File: src/rtl/mux2_sel_arbiter_if.sv
// Handshake and select bundle between the mux2 select arbiter,
// its two sources and the consumer of the mux output.
interface mux2_sel_arbiter_if #(
    parameter int CW = 4
) ();
    logic          req0;
    logic          req1;
    logic          last0;
    logic          last1;
    logic          out_ready;
    logic          sel;
    logic          gnt0;
    logic          gnt1;
    logic          out_valid;
    logic [CW-1:0] beat_cnt;

    // Sources and consumer side
    modport master (
        output req0, req1, last0, last1, out_ready,
        input  sel, gnt0, gnt1, out_valid, beat_cnt
    );

    // Arbiter side
    modport slave (
        input  req0, req1, last0, last1, out_ready,
        output sel, gnt0, gnt1, out_valid, beat_cnt
    );
endinterface

File: src/rtl/mux2_sel_arbiter.sv
// Two-source round-robin burst arbiter driving the mux2 select.
// Grants are registered; out_valid is the only combinational output.
module mux2_sel_arbiter #(
    parameter int BURST_MAX = 4,
    parameter int CW        = 4
) (
    input  logic                clk,
    input  logic                rst,
    mux2_sel_arbiter_if.slave   bus
);
    localparam logic [1:0] IDLE   = 2'd0;
    localparam logic [1:0] GRANT0 = 2'd1;
    localparam logic [1:0] GRANT1 = 2'd2;

    localparam logic [CW-1:0] CNT_LAST = CW'(BURST_MAX - 1);

    logic [1:0]    state_q, state_d;
    logic          sel_q, sel_d;
    logic          prio_q, prio_d;
    logic [CW-1:0] cnt_q, cnt_d;

    logic in_grant;
    logic own;
    logic cur_req;
    logic cur_last;
    logic oth_req;
    logic beat;
    logic burst_end;

    // Fold the owning source's request/last into one view
    always_comb begin
        in_grant  = (state_q != IDLE);
        own       = (state_q == GRANT1);
        cur_req   = own ? bus.req1  : bus.req0;
        cur_last  = own ? bus.last1 : bus.last0;
        oth_req   = own ? bus.req0  : bus.req1;
        beat      = in_grant & cur_req & bus.out_ready;
        burst_end = in_grant &
                    (~cur_req |
                     (beat & (cur_last | (cnt_q == CNT_LAST))));
    end

    // Next-state: pick an owner from IDLE, hand over on burst end
    always_comb begin
        state_d = state_q;
        sel_d   = sel_q;
        prio_d  = prio_q;
        cnt_d   = cnt_q;
        if (!in_grant) begin
            if (bus.req0 && bus.req1) begin
                state_d = prio_q ? GRANT1 : GRANT0;
                sel_d   = prio_q;
            end else if (bus.req0) begin
                state_d = GRANT0;
                sel_d   = 1'b0;
            end else if (bus.req1) begin
                state_d = GRANT1;
                sel_d   = 1'b1;
            end
        end else if (burst_end) begin
            cnt_d  = '0;
            prio_d = ~own;
            if (oth_req) begin
                state_d = own ? GRANT0 : GRANT1;
                sel_d   = ~own;
            end else begin
                state_d = IDLE;
            end
        end else if (beat) begin
            cnt_d = cnt_q + 1'b1;
        end
    end

    // State registers with synchronous reset
    always_ff @(posedge clk) begin
        if (rst) begin
            state_q <= IDLE;
            sel_q   <= 1'b0;
            prio_q  <= 1'b0;
            cnt_q   <= '0;
        end else begin
            state_q <= state_d;
            sel_q   <= sel_d;
            prio_q  <= prio_d;
            cnt_q   <= cnt_d;
        end
    end

    // Outputs: grants decode the registered state
    always_comb begin
        bus.sel       = sel_q;
        bus.gnt0      = (state_q == GRANT0);
        bus.gnt1      = (state_q == GRANT1);
        bus.beat_cnt  = cnt_q;
        bus.out_valid = (bus.gnt0 & bus.req0) | (bus.gnt1 & bus.req1);
    end
endmodule

File: src/flat_wrapper.sv
// flat-port wrapper written by rule: the top's interface ports become plain ports
module mux2_sel_arbiter_flat 
#(
    parameter int BURST_MAX = 4,
    parameter int CW        = 4
)
  (clk, rst, bus_req0, bus_req1, bus_last0, bus_last1, bus_out_ready, bus_sel, bus_gnt0, bus_gnt1, bus_out_valid, bus_beat_cnt);
  mux2_sel_arbiter_if #(.CW(CW)) bus_i ();
  input  logic clk;
  input  logic rst;
  input wire logic [$bits(bus_i.req0)-1:0] bus_req0;
  input wire logic [$bits(bus_i.req1)-1:0] bus_req1;
  input wire logic [$bits(bus_i.last0)-1:0] bus_last0;
  input wire logic [$bits(bus_i.last1)-1:0] bus_last1;
  input wire logic [$bits(bus_i.out_ready)-1:0] bus_out_ready;
  output wire logic [$bits(bus_i.sel)-1:0] bus_sel;
  output wire logic [$bits(bus_i.gnt0)-1:0] bus_gnt0;
  output wire logic [$bits(bus_i.gnt1)-1:0] bus_gnt1;
  output wire logic [$bits(bus_i.out_valid)-1:0] bus_out_valid;
  output wire logic [$bits(bus_i.beat_cnt)-1:0] bus_beat_cnt;
  assign bus_i.req0 = bus_req0;
  assign bus_i.req1 = bus_req1;
  assign bus_i.last0 = bus_last0;
  assign bus_i.last1 = bus_last1;
  assign bus_i.out_ready = bus_out_ready;
  assign bus_sel = bus_i.sel;
  assign bus_gnt0 = bus_i.gnt0;
  assign bus_gnt1 = bus_i.gnt1;
  assign bus_out_valid = bus_i.out_valid;
  assign bus_beat_cnt = bus_i.beat_cnt;
  mux2_sel_arbiter #(.BURST_MAX(BURST_MAX), .CW(CW)) u_core (.clk(clk), .rst(rst), .bus(bus_i));
endmodule
File: config.mk
export PLATFORM = sky130hd
export DESIGN_NAME = mux2_sel_arbiter_flat
export DESIGN_NICKNAME = d
export VERILOG_FILES = /design/src/rtl/mux2_sel_arbiter_if.sv /design/src/rtl/mux2_sel_arbiter.sv /design/src/flat_wrapper.sv
export SDC_FILE = /design/constraint.sdc
export NUM_CORES = 1
export LEC_CHECK = 0
export BUFFER_PORTS_ARGS = -buffer_cell sky130_fd_sc_hd__buf_2
export CAP_MARGIN = 20
export CELL_PAD_IN_SITES_DETAIL_PLACEMENT = 1
export CELL_PAD_IN_SITES_GLOBAL_PLACEMENT = 2
export CORE_MARGIN = 8
export CORE_UTILIZATION = 29
export DETAILED_ROUTE_END_ITERATION = 12
export PLACE_DENSITY_LB_ADDON = 0.1
export SYNTH_ARGS = -nofsm -noshare
export SYNTH_HDL_FRONTEND = slang
export SYNTH_SLANG_ARGS = --single-unit
File: constraint.sdc
create_clock -name clk -period 4.3 [get_ports clk]
set_input_delay 0.43 -clock clk [delete_from_list [all_inputs] [get_ports clk]]
set_output_delay 0.43 -clock clk [all_outputs]
set_load 0.02 [all_outputs]
Word-level counts from Yosys, hierarchy flattened. Index checks and enable logic that the tools add are counted.

Word-level logic and storage cells: 48. Output and inout port bits: 8. Register bits after elaboration: 8. Input port bits: 7.

Bitwise logic cells: 11. Reductions and logical operators: 8. Equality and inequality tests: 5. Multiplexer cells: 19. Add/subtract/negate cells: 1.

Operator list (number): $mux 2 (8); $mux 1 (9); $mux 4 (2); $and 1x1->1 (6); $reduce_and 2->1 (3); $add 4x1->4 const B (1); $eq 4x2->1 const B (1); $ne 2x2->1 const B (2); $reduce_bool 2->1 (2); $reduce_bool 4->1 (1); $or 1x1->1 (3); $reduce_and 3->1 (1); $eq 2x1->1 const B (1); $eq 2x2->1 const B (1); $not 1->1 (2); $logic_and 1x1->1 (1).

Longest topological paths before layout.
Depth in word-level cells: 9. Gate-level depth with buffers: 7. Gate-level depth less buffers: 6.

Worst setup path after synthesis. OpenSTA, ideal clock, no wires.

Path kind: register -> register. Start point: reg u_core.cnt_q[0] (netlist: u_core.bus.beat_cnt[0]). End point: reg u_core.prio_q. Data arrival time: 1.497 ns. Data required time: 4.176 ns. Buffers on the path: 1. Setup time: 0.124 ns. Clock period less this slack: 1.621 ns. Setup slack: 2.679 ns. Stages on the path, launching flop included: 8. Cells stage by stage: dfxtp_1 -> ha_1 -> nor3b_2 -> o211ai_1 -> and3b_1 -> buf_6 -> mux2i_1 -> nor2_1.

Longest elaborated chain between the ends: 6.

Ends and longest elaborated chain: start, declared (line mux2_sel_arbiter.sv:20) `logic [CW-1:0] cnt_q, cnt_d;`; start signal, assigned (line mux2_sel_arbiter.sv:85) `cnt_q <= cnt_d;`; $eq 4x2->1 (line mux2_sel_arbiter.sv:40) `(beat & (cur_last | (cnt_q == CNT_LAST))));`; $or 1x1->1 (line mux2_sel_arbiter.sv:40); $and 1x1->1 (line mux2_sel_arbiter.sv:40); $or 1x1->1 (line mux2_sel_arbiter.sv:39) `(~cur_req |`; $and 1x1->1 (line mux2_sel_arbiter.sv:38) `burst_end = in_grant &`; $reduce_and 2->1 (no line); end signal, assigned (line mux2_sel_arbiter.sv:84) `prio_q <= prio_d;`; end, declared (line mux2_sel_arbiter.sv:19) `logic prio_q, prio_d;`.

No other way between the ends. A chain may end at the register's enable or synchronous reset.

Final worst setup path.
Start point: reg u_core.state_q[0]. End point: out bus_out_valid.

Longest elaborated chain between the ends: 3. Elaborated cells between the ends (all ways): 5. Classes of those cells: eq/ne: 2; bitwise: 3.

Ends and longest elaborated chain: start, declared (line mux2_sel_arbiter.sv:17) `logic [1:0] state_q, state_d;`; start signal, assigned (line mux2_sel_arbiter.sv:82) `state_q <= state_d;`; $eq 2x1->1 / $eq 2x2->1 (equally long branches) (line mux2_sel_arbiter.sv:92, mux2_sel_arbiter.sv:93); $and 1x1->1 (line mux2_sel_arbiter.sv:95) `bus.out_valid = (bus.gnt0 & bus.req0) | (bus.gnt1 & bus.req1);`; $or 1x1->1 * (line mux2_sel_arbiter.sv:95); end, declared (line flat_wrapper.sv:19) `output wire logic [$bits(bus_i.out_valid)-1:0] bus_out_valid;`.

Mark *: on every way between the ends. The rest lies on a longest branch, timed or not.

==> run metrics <==
fmax 515 MHz; Worst-Skew Late Latency 0.25 ns; H-tree levels 1; Tot GR Track Use 0.0900; 1st-pass router iterations 4; first-pass GRT wire length 2.48 mm; Worst EP required 3.87 ns; startpoint types flip-flop; DRT Wirelength 1.44 mm; pin count of the biggest net entering global routing 19; status finished, final reports clean; Leak 0.287 nW; largest fanout on the critical path 18; R2R setup slack 2.57 ns; post-synth cell types 33; path depth of the worst reg2reg path 5; Cells after Synth 71; number of synthesized flops with an enable pin 0; crit path to bus_out_valid; Hold WS 0.448 ns; Worst setup EP type output pin; Max Cap Viol 0; commonest non-fill, non-tap cell in the layout buf_2; Clock Root Buffer clkbuf_4; Diodes inserted 0; Filler cells 258; site row count 16; Post-Route Setup TNS 0 ns; post-route ant nets 0; I/O pins 15; height of the die 59.8 um; relative slew slack 0.633; net count after synthesis 79; total congestion overflow 0; Core Area 1880 um^2; RSZ-0062 raised after global routing no; DIE WIDTH 59.8 um; R2R Path End u_core.prio_q$_SDFFE_PP0P_; register bit total from synthesis 8; Final Max Tran Viols 0; Ys Warns 0; CTS tree done; GP Congestion 0.682; initial antenna violation count 0; number of port buffers 14; DRC viols 0; worst r2r src u_core.state_q[0]$_SDFFE_PP0P_; final setup skew 0.00631 ns; area of the multi-input gates 337 um^2; Initial DRC Count 5; hold buffer count at cts 0; TritonCTS Buffers 3; post-synthesis sequential area ratio 0.288; WL/cell 13.2 um; vias in the first global route 552; post-CTS setup buffers 0; Worst VDD drop 0.175 mV; share of cells above drive strength 1 0.244; final setup fails 0; Synth Cell Area 556 um^2; CTS max path bufs 2; crit path launch u_core.state_q[0]$_SDFFE_PP0P_; Avg Synthesized Cell Area 7.82 um^2; critical path data arrival time 1.51 ns; Final Hold Fails 0; Worst-path clk slew 0.06 ns; Slew @ Worst Pin 0.549 ns; minimum clock period 1.94 ns; Initial Util 0.295; # resized after CTS 0; pwr dens 382 nW/um^2; Crit Path Category flip-flop to output pin; Synth async-reset ratio 0; area delta synth->final 15.5%; Clock Sinks 8; vias 532; ratio of final minimum period to clock period 0.451; main flop type after synthesis dfxtp_1; final net count 92; register area 160 um^2; HP Class primary input to flip-flop; hpwl dp 1.13 mm; Die ar. 3570 um^2; vias per std cell 4.88; commonest cells after routing, fill and taps aside 14 x buf_2, 9 x nand2_1, 8 x dfxtp_1, 5 x inv_1, 5 x o21ai_0
[worst max-delay path: stages (launching register included)]
cell      delay, ns
dfxtp_1        0.66
nand2b_4       0.26
inv_1          0.06
nand2_1        0.05
o21ai_0        0.06
buf_2          0.18
[flip-flops by register name, indices dropped and copies added (netlist names)]
name,cells
u_core.bus.sel,1
u_core.bus.beat_cnt,4
u_core.prio_q,1
u_core.state_q,2
[power by group]
group | switching [mW] | internal, mW
sequential | 0.0185 | 0.0837
combinational | 0.0512 | 0.0355
clock | 0.0242 | 0.0319
[Yosys cell counts, types with 4 or more instances]
cell | number | area share
a21oi_1 | 4 | 0.036
dfxtp_1 | 8 | 0.29
inv_1 | 5 | 0.034
nand2_1 | 9 | 0.061
nor2_1 | 4 | 0.027
o21ai_0 | 5 | 0.045
[per-layer routing]
| layer | track usage | wire length [um] |
|---|---|---|
| met3 | 0.0194 | 69 |
| met1 | 0.101 | 672 |
| met5 | 0 | 0 |
| met4 | 0.0510 | 14 |
| met2 | 0.152 | 685 |
[kinds of logic after synthesis]
group	synth area share
multiplexers	0.0360
AO/OA/AOI/OAI	0.268
flip-flops	0.288
buffers and inverters	0.106
AND/OR/NAND/NOR	0.263
XOR/XNOR	0.0158
adder cells (fa/ha/maj)	0.0225
[per-stage QoR]
stage | utilization | cells | instance area (um^2) | setup WS (ns) | total power [mW]
CTS | 0.341 | 109 | 642 | 2.33 | 0.250
global placement | 0.329 | 106 | 619 | 2.60 | 0.192
detailed placement | 0.329 | 106 | 619 | 2.56 | 0.192
finish | 0.341 | 109 | 642 | 2.36 | 0.245
floorplan | - | 71 | 556 | 2.68 | 0.173
global route | 0.341 | 109 | 642 | 2.23 | 0.267
[worst min path at each step]
stage          cells past startpoint  slack [ns]                             endpoint                   startpoint
2_1_floorplan                      2        0.46           u_core.prio_q$_SDFFE_PP0P_   u_core.prio_q$_SDFFE_PP0P_
3_3_place_gp                       2        0.45          u_core.bus.sel$_SDFFE_PP0P_  u_core.bus.sel$_SDFFE_PP0P_
3_5_place_dp                       2        0.45          u_core.bus.sel$_SDFFE_PP0P_  u_core.bus.sel$_SDFFE_PP0P_
4_1_cts                            2        0.45  u_core.bus.beat_cnt[2]$_SDFFE_PP0P_                          rst
5_1_grt                            2        0.46  u_core.bus.beat_cnt[2]$_SDFFE_PP0P_                          rst
6_report                           2        0.45  u_core.bus.beat_cnt[2]$_SDFFE_PP0P_                          rst
[area by class of cell]
cell class	count	share of cell area
repair buffers	14	0.109
well taps	27	0.0526
inverters	5	0.0292
flip-flops and latches	8	0.250
clock buffers	3	0.0351
multi-input cells	52	0.524
Power figures use the tool's default switching activity.
